$ cat config.mk
export PLATFORM = sky130hd
export DESIGN_NAME = mist1032sa_uart_rx_fifo_flat
export DESIGN_NICKNAME = d
export VERILOG_FILES = /design/src/rtl/mist1032sa_uart_rx_fifo_pkg.sv /design/src/rtl/mist1032sa_uart_rx_fifo_if.sv /design/src/rtl/mist1032sa_uart_rx_fifo_ram.sv /design/src/rtl/mist1032sa_uart_rx_fifo.sv /design/src/flat_wrapper.sv
export SDC_FILE = /design/constraint.sdc
export NUM_CORES = 1
export LEC_CHECK = 0
export CORE_ASPECT_RATIO = 0.7
export CORE_MARGIN = 5
export CORE_UTILIZATION = 41
export CTS_CLUSTER_SIZE = 10
export DETAILED_ROUTE_END_ITERATION = 10
export HOLD_SLACK_MARGIN = 0.08
export PLACE_DENSITY = 0.56
export REMOVE_ABC_BUFFERS = 1
export SETUP_SLACK_MARGIN = 0.1
export SLEW_MARGIN = 20
export SYNTH_ARGS = -nofsm -noshare
export SYNTH_HDL_FRONTEND = slang
export SYNTH_SLANG_ARGS = --single-unit
$ cat constraint.sdc
create_clock -name iCLOCK -period 2.4 [get_ports iCLOCK]
set_input_delay 0.48 -clock iCLOCK [delete_from_list [all_inputs] [get_ports iCLOCK]]
set_output_delay 0.48 -clock iCLOCK [all_outputs]
set_load 0.05 [all_outputs]
$ cat src/rtl/mist1032sa_uart_rx_fifo_pkg.sv
// Shared constants and types for the UART receive FIFO slice.
// Default depth and timeout are shared with the receiver and transmitter.
package mist1032sa_uart_rx_fifo_pkg;

  localparam int          UART_DEFAULT_DEPTH_N        = 4;
  localparam int          UART_TIMEOUT_W              = 20;
  localparam logic [19:0] UART_DEFAULT_TIMEOUT_CYCLES = 20'd17360;
  localparam int          UART_RD_DATA_W              = 8;

  typedef logic [UART_RD_DATA_W-1:0] uart_byte_t;

endpackage

$ cat src/rtl/mist1032sa_uart_rx_fifo_if.sv
// Byte stream from the UART receiver and pop handshake from the bus side.
// master: receiver/bus side, slave: the FIFO.
interface mist1032sa_uart_rx_fifo_if;
  import mist1032sa_uart_rx_fifo_pkg::*;

  logic       iRX_VALID;
  uart_byte_t iRX_DATA;
  logic       iRD_REQ;
  logic       oRD_VALID;
  uart_byte_t oRD_DATA;

  modport master (
    output iRX_VALID, iRX_DATA, iRD_REQ,
    input  oRD_VALID, oRD_DATA
  );

  modport slave (
    input  iRX_VALID, iRX_DATA, iRD_REQ,
    output oRD_VALID, oRD_DATA
  );

endinterface

$ cat src/rtl/mist1032sa_uart_rx_fifo_ram.sv
// 2**P_ADDR_W x 8 storage: synchronous write, registered read port.
// The read register holds its value when no read is issued, which is what
// gives oRD_DATA its hold-previous-value behaviour.
module mist1032sa_uart_rx_fifo_ram
  import mist1032sa_uart_rx_fifo_pkg::*;
#(
  parameter int P_ADDR_W = 4
) (
  input  logic                iCLOCK,
  input  logic                inRESET,
  input  logic                wr_en,
  input  logic [P_ADDR_W-1:0] wr_addr,
  input  uart_byte_t          wr_data,
  input  logic                rd_en,
  input  logic [P_ADDR_W-1:0] rd_addr,
  output uart_byte_t          rd_data
);

  uart_byte_t mem [0:(1<<P_ADDR_W)-1];

  // Array write; no reset so it can map onto RAM primitives.
  always_ff @(posedge iCLOCK) begin
    if (wr_en) mem[wr_addr] <= wr_data;
  end

  // Registered read; old contents are returned on a same-address write.
  always_ff @(posedge iCLOCK or negedge inRESET) begin
    if (!inRESET)   rd_data <= '0;
    else if (rd_en) rd_data <= mem[rd_addr];
  end

endmodule

$ cat src/rtl/mist1032sa_uart_rx_fifo.sv
// UART receive FIFO: pointers, fill count, overrun/IRQ flags and receive timeout.
// Optional feature macro: MIST1032SA_UART_RXFIFO_TIMEOUT_EN builds the idle
// timeout counter; without it oTIMEOUT is tied low.
module mist1032sa_uart_rx_fifo
  import mist1032sa_uart_rx_fifo_pkg::*;
#(
  parameter int                        P_DEPTH_N        = UART_DEFAULT_DEPTH_N,
  parameter logic [UART_TIMEOUT_W-1:0] P_TIMEOUT_CYCLES = UART_DEFAULT_TIMEOUT_CYCLES
) (
  input  logic                   iCLOCK,
  input  logic                   inRESET,
  mist1032sa_uart_rx_fifo_if.slave rx_bus,
  output logic                   oEMPTY,
  output logic                   oFULL,
  output logic [P_DEPTH_N:0]     oCOUNT,
  input  logic                   iFLUSH,
  input  logic                   iOVERRUN_CLR,
  output logic                   oOVERRUN,
  input  logic [P_DEPTH_N:0]     iIRQ_THRESHOLD,
  output logic                   oTIMEOUT,
  output logic                   oIRQ
);

  localparam logic [P_DEPTH_N:0]   CNT_FULL = (P_DEPTH_N+1)'(1 << P_DEPTH_N);
  localparam logic [P_DEPTH_N:0]   CNT_ONE  = (P_DEPTH_N+1)'(1);
  localparam logic [P_DEPTH_N-1:0] PTR_ONE  = P_DEPTH_N'(1);

  logic [P_DEPTH_N-1:0] wr_ptr, rd_ptr;
  logic [P_DEPTH_N:0]   count_q, count_nxt, thr_eff;
  logic                 empty_q, full_q, rd_valid_q, overrun_q, timeout_q;
  logic                 push, pop, drop;
  uart_byte_t           rd_data_w;

  // Push/pop decisions on pre-edge state; flush suppresses both.
  always_comb begin
    pop       = rx_bus.iRD_REQ & ~empty_q & ~iFLUSH;
    push      = rx_bus.iRX_VALID & (~full_q | (rx_bus.iRD_REQ & ~empty_q)) & ~iFLUSH;
    drop      = rx_bus.iRX_VALID & ~push & ~iFLUSH;
    count_nxt = count_q;
    if (push & ~pop)      count_nxt = count_q + CNT_ONE;
    else if (pop & ~push) count_nxt = count_q - CNT_ONE;
  end

  // Pointers, count and the registered level flags.
  always_ff @(posedge iCLOCK or negedge inRESET) begin
    if (!inRESET) begin
      wr_ptr     <= '0;
      rd_ptr     <= '0;
      count_q    <= '0;
      empty_q    <= 1'b1;
      full_q     <= 1'b0;
      rd_valid_q <= 1'b0;
    end else if (iFLUSH) begin
      wr_ptr     <= '0;
      rd_ptr     <= '0;
      count_q    <= '0;
      empty_q    <= 1'b1;
      full_q     <= 1'b0;
      rd_valid_q <= 1'b0;
    end else begin
      if (push) wr_ptr <= wr_ptr + PTR_ONE;
      if (pop)  rd_ptr <= rd_ptr + PTR_ONE;
      count_q    <= count_nxt;
      empty_q    <= (count_nxt == '0);
      full_q     <= (count_nxt == CNT_FULL);
      rd_valid_q <= pop;
    end
  end

  // Sticky overrun; a dropped byte beats a clear in the same cycle.
  always_ff @(posedge iCLOCK or negedge inRESET) begin
    if (!inRESET)          overrun_q <= 1'b0;
    else if (drop)         overrun_q <= 1'b1;
    else if (iOVERRUN_CLR) overrun_q <= 1'b0;
  end

`ifdef MIST1032SA_UART_RXFIFO_TIMEOUT_EN
  localparam logic [UART_TIMEOUT_W-1:0] TMO_LAST = P_TIMEOUT_CYCLES - 20'd1;

  logic [UART_TIMEOUT_W-1:0] tmo_cnt;

  // Idle counter while data sits unread; saturates once the flag is raised.
  always_ff @(posedge iCLOCK or negedge inRESET) begin
    if (!inRESET) begin
      tmo_cnt   <= '0;
      timeout_q <= 1'b0;
    end else if (iFLUSH) begin
      tmo_cnt   <= '0;
      timeout_q <= 1'b0;
    end else if (push | pop) begin
      tmo_cnt <= '0;
      if (pop) timeout_q <= 1'b0;
    end else if (empty_q) begin
      tmo_cnt <= '0;
    end else if (tmo_cnt == TMO_LAST) begin
      timeout_q <= 1'b1;
    end else begin
      tmo_cnt <= tmo_cnt + 20'd1;
    end
  end
`else
  logic unused_timeout_cfg;
  assign unused_timeout_cfg = ^P_TIMEOUT_CYCLES;
  assign timeout_q          = 1'b0;
`endif

  mist1032sa_uart_rx_fifo_ram #(
    .P_ADDR_W (P_DEPTH_N)
  ) u_ram (
    .iCLOCK  (iCLOCK),
    .inRESET (inRESET),
    .wr_en   (push),
    .wr_addr (wr_ptr),
    .wr_data (rx_bus.iRX_DATA),
    .rd_en   (pop),
    .rd_addr (rd_ptr),
    .rd_data (rd_data_w)
  );

  // A threshold of zero behaves as one so the IRQ never fires on an empty FIFO.
  assign thr_eff = (iIRQ_THRESHOLD == '0) ? CNT_ONE : iIRQ_THRESHOLD;

  assign rx_bus.oRD_VALID = rd_valid_q;
  assign rx_bus.oRD_DATA  = rd_data_w;
  assign oEMPTY           = empty_q;
  assign oFULL            = full_q;
  assign oCOUNT           = count_q;
  assign oOVERRUN         = overrun_q;
  assign oTIMEOUT         = timeout_q;
  assign oIRQ             = (count_q >= thr_eff) | timeout_q;

endmodule

$ cat src/flat_wrapper.sv
// flat-port wrapper written by rule: the top's interface ports become plain ports
module mist1032sa_uart_rx_fifo_flat import mist1032sa_uart_rx_fifo_pkg::*;
#(
  parameter int                        P_DEPTH_N        = UART_DEFAULT_DEPTH_N,
  parameter logic [UART_TIMEOUT_W-1:0] P_TIMEOUT_CYCLES = UART_DEFAULT_TIMEOUT_CYCLES
)
  (iCLOCK, inRESET, oEMPTY, oFULL, oCOUNT, iFLUSH, iOVERRUN_CLR, oOVERRUN, iIRQ_THRESHOLD, oTIMEOUT, oIRQ, rx_bus_iRX_VALID, rx_bus_iRX_DATA, rx_bus_iRD_REQ, rx_bus_oRD_VALID, rx_bus_oRD_DATA);
  mist1032sa_uart_rx_fifo_if rx_bus_i ();
  input  logic iCLOCK;
  input  logic inRESET;
  output logic oEMPTY;
  output logic oFULL;
  output logic [P_DEPTH_N:0] oCOUNT;
  input  logic iFLUSH;
  input  logic iOVERRUN_CLR;
  output logic oOVERRUN;
  input  logic [P_DEPTH_N:0] iIRQ_THRESHOLD;
  output logic oTIMEOUT;
  output logic oIRQ;
  input wire logic [$bits(rx_bus_i.iRX_VALID)-1:0] rx_bus_iRX_VALID;
  input wire logic [$bits(rx_bus_i.iRX_DATA)-1:0] rx_bus_iRX_DATA;
  input wire logic [$bits(rx_bus_i.iRD_REQ)-1:0] rx_bus_iRD_REQ;
  output wire logic [$bits(rx_bus_i.oRD_VALID)-1:0] rx_bus_oRD_VALID;
  output wire logic [$bits(rx_bus_i.oRD_DATA)-1:0] rx_bus_oRD_DATA;
  assign rx_bus_i.iRX_VALID = rx_bus_iRX_VALID;
  assign rx_bus_i.iRX_DATA = rx_bus_iRX_DATA;
  assign rx_bus_i.iRD_REQ = rx_bus_iRD_REQ;
  assign rx_bus_oRD_VALID = rx_bus_i.oRD_VALID;
  assign rx_bus_oRD_DATA = rx_bus_i.oRD_DATA;
  mist1032sa_uart_rx_fifo #(.P_DEPTH_N(P_DEPTH_N), .P_TIMEOUT_CYCLES(P_TIMEOUT_CYCLES)) u_core (.iCLOCK(iCLOCK), .inRESET(inRESET), .rx_bus(rx_bus_i), .oEMPTY(oEMPTY), .oFULL(oFULL), .oCOUNT(oCOUNT), .iFLUSH(iFLUSH), .iOVERRUN_CLR(iOVERRUN_CLR), .oOVERRUN(oOVERRUN), .iIRQ_THRESHOLD(iIRQ_THRESHOLD), .oTIMEOUT(oTIMEOUT), .oIRQ(oIRQ));
endmodule
# [Word level (Yosys, flattened, before mapping)]
# Memories as Yosys holds them, arrays and structs flattened. A register that Yosys moved wholly into a read port is not among the register bits.
# Cells that the tools add are included.
[totals] mem_bits_rw=128 mem_bits_ro=0 wordCells=49 n_memories=1 output_inout_bits=19 latchBits=0 regBits=17 in_bits=19
[memory_table] name="u_core.u_ram.mem" depth=16 width=8 read_ports=1 rd_clocked_by_memory_dff=1 write_ports=1 line_no="mist1032sa_uart_rx_fifo_ram.sv:19" text="uart_byte_t mem [0:(1<<P_ADDR_W)-1];"
[op_classes] n_div=0 addsub=4 shift=0 eq_ne=1 magnitude_cmp=1 reduce_logical=6 muxes=15 bitwise=14 n_mul=0
[op_table] cell="$mux 5" count=4
[op_table] cell="$mux 4" count=4
[op_table] cell="$logic_not 5->1" count=2
[op_table] cell="$add 4x1->4 const B" count=2
[op_table] cell="$and 1x1->1" count=8
[op_table] cell="$mux 1" count=7
[op_table] cell="$reduce_bool 2->1" count=3
[op_table] cell="$add 5x1->5 const B" count=1
[op_table] cell="$eq 5x5->1 const B" count=1
[op_table] cell="$ge 5x5->1" count=1
[op_table] cell="$not 1->1" count=5
[op_table] cell="$sub 5x1->5 const B" count=1
[op_table] cell="$logic_not 1->1" count=1
[op_table] cell="$or 1x1->1" count=1

# [Logic depth before layout (Yosys ltp)]
[depth] ltp_word=11 mapped_depth=8 depth_no_buf=8

# [Cells and area by module]
# Synthesis repeated with hierarchy kept, for this count alone.
[hier_totals] hier_cells=343 hier_area_um2=6371.1
[by_module_without_submodules] mod="mist1032sa_uart_rx_fifo_ram" seq_area_each_um2=4043.9 n_inst=1 cells_per_inst=240 area_each_um2=5331.4
[by_module_without_submodules] mod="mist1032sa_uart_rx_fifo" seq_area_each_um2=426.7 n_inst=1 cells_per_inst=103 area_each_um2=1039.7

# [Least setup slack after synthesis]
# Ideal clock, no wire load.
[synth_timing] path_kind="register to output" startpoint="register u_core.count_q[0], in the netlist u_core.oCOUNT[0]" endpoint="output port oIRQ" required_ns=1.920 setup_slack_ns=-0.169 path_buffers=0 path_stages_with_launch=8 arrival_time_ns=2.089 cell_sequence="dfrtp_1 -> inv_1 -> ha_1 -> nand2b_1 -> a21o_1 -> a21o_1 -> a21o_1 -> a21o_1"
[synth_via] elab_chain_cells=1
[synth_lines] element="start: declaration" line_no="mist1032sa_uart_rx_fifo.sv:29" text="logic [P_DEPTH_N:0] count_q, count_nxt, thr_eff;"
[synth_lines] element="start signal: assignment" line_no="mist1032sa_uart_rx_fifo.sv:63" text="count_q <= count_nxt;"
[synth_lines] element="$ge 5x5->1" line_no="mist1032sa_uart_rx_fifo.sv:130" text="assign oIRQ = (count_q >= thr_eff) | timeout_q;"
[synth_lines] element="end: declaration" line_no="flat_wrapper.sv:19" text="output logic oIRQ;"
# No other way between the ends.

# [Final worst setup path]
# Ends and elaborated chain as after synthesis.

==> results.md <==
* Status: finished with violations
* Failing checks: negative setup slack
* RSZ-0062 raised after global routing: yes
* CP endpoint kind: output pin
* Worst Path Arrival at 1.97 ns
* Slew HR at 57.8%
* Pint at 0.00500 W
* Hpwl dp at 9.15 mm
* Worst path cell trace: inv_2 -> ha_4 -> nand2b_4 -> a21o_1 -> a21o_1 -> a21o_1 -> a21o_1 -> buf_6
* Critical Path RT at 1.92 ns
* Setup-failing EPs final at 1
* Hold-fix buffers, CTS at 0
* Max IR drop VDD at 0.000510 V
* Synth Cell Area at 6300 um2
* Die width at 158 um
* Clk root buf: clkbuf_16
* Worst-Margin Slew at 0.631 ns
* FF-to-FF setup slack at 0.44 ns
* CP peak stage delay at 0.38 ns
* Clk slew on worst S/H paths at 0.06 ns
* I/O Buffers at 36
* First-pass GRT wire length at 20.7 mm
* Ys Warns at 0
* Post-synth EDFFs at 128
* MaxCap Viol Count at 0
* Placed cell count at 614
* Leakage at 2.83 nW
* Nets@finish at 480
* Die Ht at 114 um
* DRC viols at 0
* Share of synthesized registers carrying an async set or reset at 16.3%
* Syn avg cell area at 17.8 um2
* Core ar. at 14900 um2
* Number of global-route vias before repair at 3603
* Tot GR Track Use at 15.6%
* Final setup TNS at -0.0537 ns
* Final hold violations at 0
* Number of I/O pins at 38
* Yosys cell types at 42
* Setup Skew at 0.0139 ns
* Fin util at 52.9%
* Hold_ws at 0.405 ns
* Slew Limit Fails at 0
* Clock buffer count from CTS at 17
* Congestion Overflow GR at 0
* Cell at the slowest stage of the critical path: dfrtp_1
* Fmax at 408 MHz
* Area growth syn-to-layout at 25.0%
* Fin crit period at 2.45 ns
* Final Non-Filler Cells at 657
* Sequential power share at 45.6%
* Yosys top cell area share at 61.0%
* Top cell by count, worst path: a21o_1
* Mapped Cells at 355
* Initial antenna violation count at 0
* Antenna diodes at 0
* Combinational power share at 16.1%
* Dominant cells by area after synthesis: edfxtp_1 61%, mux4_2 11%, dfrtp_1 9.5%
* TritonRoute pass-1 iters at 4
* Critical path launch point type: register
* Yosys top cell by area: edfxtp_1
* Initial core utilization at 42.3%
* Die area at 18000 um2
* Worst hold path class: in -> async
* Vias per inst at 5.13
* H-tree levels at 4
* Final setup margin at -0.0537 ns
* DR vias at 3368
* Initial DRC count at 180
* Fin crit share at 102%
* Layout cells sized above 1 at 29.9%
* Pwr dens at 860 nW/um2
* Fillers at 1225
* CTS tree: yes
* Maximum root-to-sink buffer count at 2
* Sequential element share of the synthesized area at 70.9%
* ANT nets after route at 0
* Total Routed Length at 13.0 mm
* Synth Register Bits at 153
* Gpl congestion at 0.778
* Switching Fraction at 26.2%
* Clock sink count at 153
* Psw at 0.00178 W
* Row count at 37
* Worst Setup Path Type: reg -> out
* Top_reg_cell synth: edfxtp_1
* Max FO, Critical Path at 2
* Clock share of power at 38.3%
* WL per Instance at 19.7 um
* Later-pin clock latency in the skew report at 0.42 ns
* Largest net degree at the start of global routing at 24
==> logic make-up after synthesis <==
group / Yosys count / synth area share [%]
AND/OR/NAND/NOR: 72 / 5.50
other: 1 / 0.0595
multiplexers: 49 / 14.1
flip-flops: 153 / 70.9
AO/OA/AOI/OAI: 29 / 3.49
XOR/XNOR: 9 / 1.25
adder cells (fa/ha/maj): 12 / 2.38
buffers and inverters: 30 / 2.26
==> cell type report <==
class | instances | area [um2] | share of cell area (%)
tap | 195 | 244 | 3.10
sequential | 153 | 4470 | 56.8
multi-input combinational | 172 | 1710 | 21.7
inverter | 11 | 41.3 | 0.524
clock inverter | 13 | 146 | 1.86
clock buffer | 19 | 433 | 5.49
timing repair buffer | 94 | 832 | 10.6
==> through the flow <==
| stage | total power, W | area [um2] | setup WS, ns |
|---|---|---|---|
| after global placement | 0.00420 | 7210 | -0.529 |
| after detailed placement | 0.00422 | 7210 | -0.569 |
| after CTS | 0.00685 | 7870 | -0.0782 |
| after floorplan | 0.00377 | 6200 | -0.169 |
| after global routing | 0.00706 | 7880 | -0.118 |
| final | 0.00678 | 7880 | -0.0537 |
==> worst max-delay path, delay by kind of cell, from the launching register on <==
| family | cells | cell delay (ns) |
|---|---|---|
| AO/OA/AOI/OAI | 4 | 0.61 |
| AND/OR/NAND/NOR | 1 | 0.13 |
| flip-flops | 1 | 0.38 |
| buffers and inverters | 2 | 0.25 |
| adder cells (fa/ha/maj) | 1 | 0.20 |
==> power by group through the flow <==
stage          logic, W  clock network (W)  registers, W
4_1_cts         0.00110            0.00266       0.00309
5_1_grt         0.00117            0.00278       0.00310
3_5_place_dp    0.00107                  0       0.00315
2_1_floorplan  0.000344                  0       0.00342
6_report        0.00109            0.00259       0.00309
3_3_place_gp    0.00106                  0       0.00314
==> repair_timing <==
item                                    in CTS  in global routing
setup buffers                               10                  1
endpoints found under the hold margin        0                  0
pin swaps                                    6                  1
cloned                                       0                  0
endpoints found under the setup margin       2                  2
gates resized for setup                     22                  3
==> Yosys cell counts (all sizes together) (4+ instances only) <==
cell type / instances
nor2: 30
buf: 11
ha: 12
dfrtp: 24
inv: 11
nand2b: 5
nor2b: 4
nand2: 19
xor2: 5
mux4: 32
a21o: 4
a21oi: 7
xnor2: 4
nor3: 6
o221ai: 8
mux2i: 17
clkbuf: 8
edfxtp: 128
==> final timing paths <==
kind,start,end,depth (start not counted)
max,u_core.oCOUNT[0],oIRQ,8
min reg2reg,u_core.u_ram.rd_data[1],u_core.u_ram.rd_data[1],2
max in group asynchronous,inRESET,u_core.wr_ptr[3],2
min,inRESET,u_core.oOVERRUN,1
max reg2reg,u_core.rd_ptr[0],u_core.u_ram.rd_data[7],4
min in group iCLOCK,u_core.u_ram.rd_data[1],u_core.u_ram.rd_data[1],2
==> sequential cells by signal (all words and copies together), names as in the netlist <==
name	cells
u_core.u_ram.mem	128
u_core.u_ram.rd_data	8
u_core.oCOUNT	5
u_core.rd_ptr	4
u_core.wr_ptr	4
u_core.oEMPTY	1
u_core.oFULL	1
u_core.oOVERRUN	1
u_core.rx_bus.oRD_VALID	1
==> per-layer routing <==
metal	vias to the layer above	share of wire (%)	wire length, um	global-route usage, %
met4	0	1.3	165	4.66
li1	1573	-	-	-
met1	1709	50	6480	24.4
met2	68	43	5590	21.5
met5	-	0	0	0
met3	18	5.7	733	3.91
==> placed cells by master (no fill, tap or decap), types with 2 or more instances in the layout <==
| cell type | n |
|---|---|
| mux2i_1 | 17 |
| clkbuf_1 | 2 |
| clkinv_4 | 4 |
| clkbuf_16 | 17 |
| a41o_1 | 2 |
| nand2_1 | 19 |
| bufinv_16 | 2 |
| inv_2 | 3 |
| nor2_1 | 30 |
| dlymetal6s2s_1 | 2 |
| ha_1 | 11 |
| buf_4 | 54 |
| clkinvlp_4 | 2 |
| a21o_1 | 4 |
| buf_12 | 4 |
| buf_6 | 2 |
| clkdlybuf4s50_1 | 27 |
| clkinv_2 | 2 |
| inv_1 | 8 |
| edfxtp_1 | 128 |
| dfrtp_1 | 23 |
| nand2b_1 | 4 |
| nor3_1 | 4 |
| nand4_1 | 2 |
| inv_6 | 3 |
| o221ai_1 | 8 |
| mux4_2 | 32 |
| nor2b_1 | 4 |
| a21oi_1 | 7 |
| xor2_1 | 5 |
| xnor2_1 | 4 |
| buf_2 | 4 |
Power figures use the tool's default switching activity.
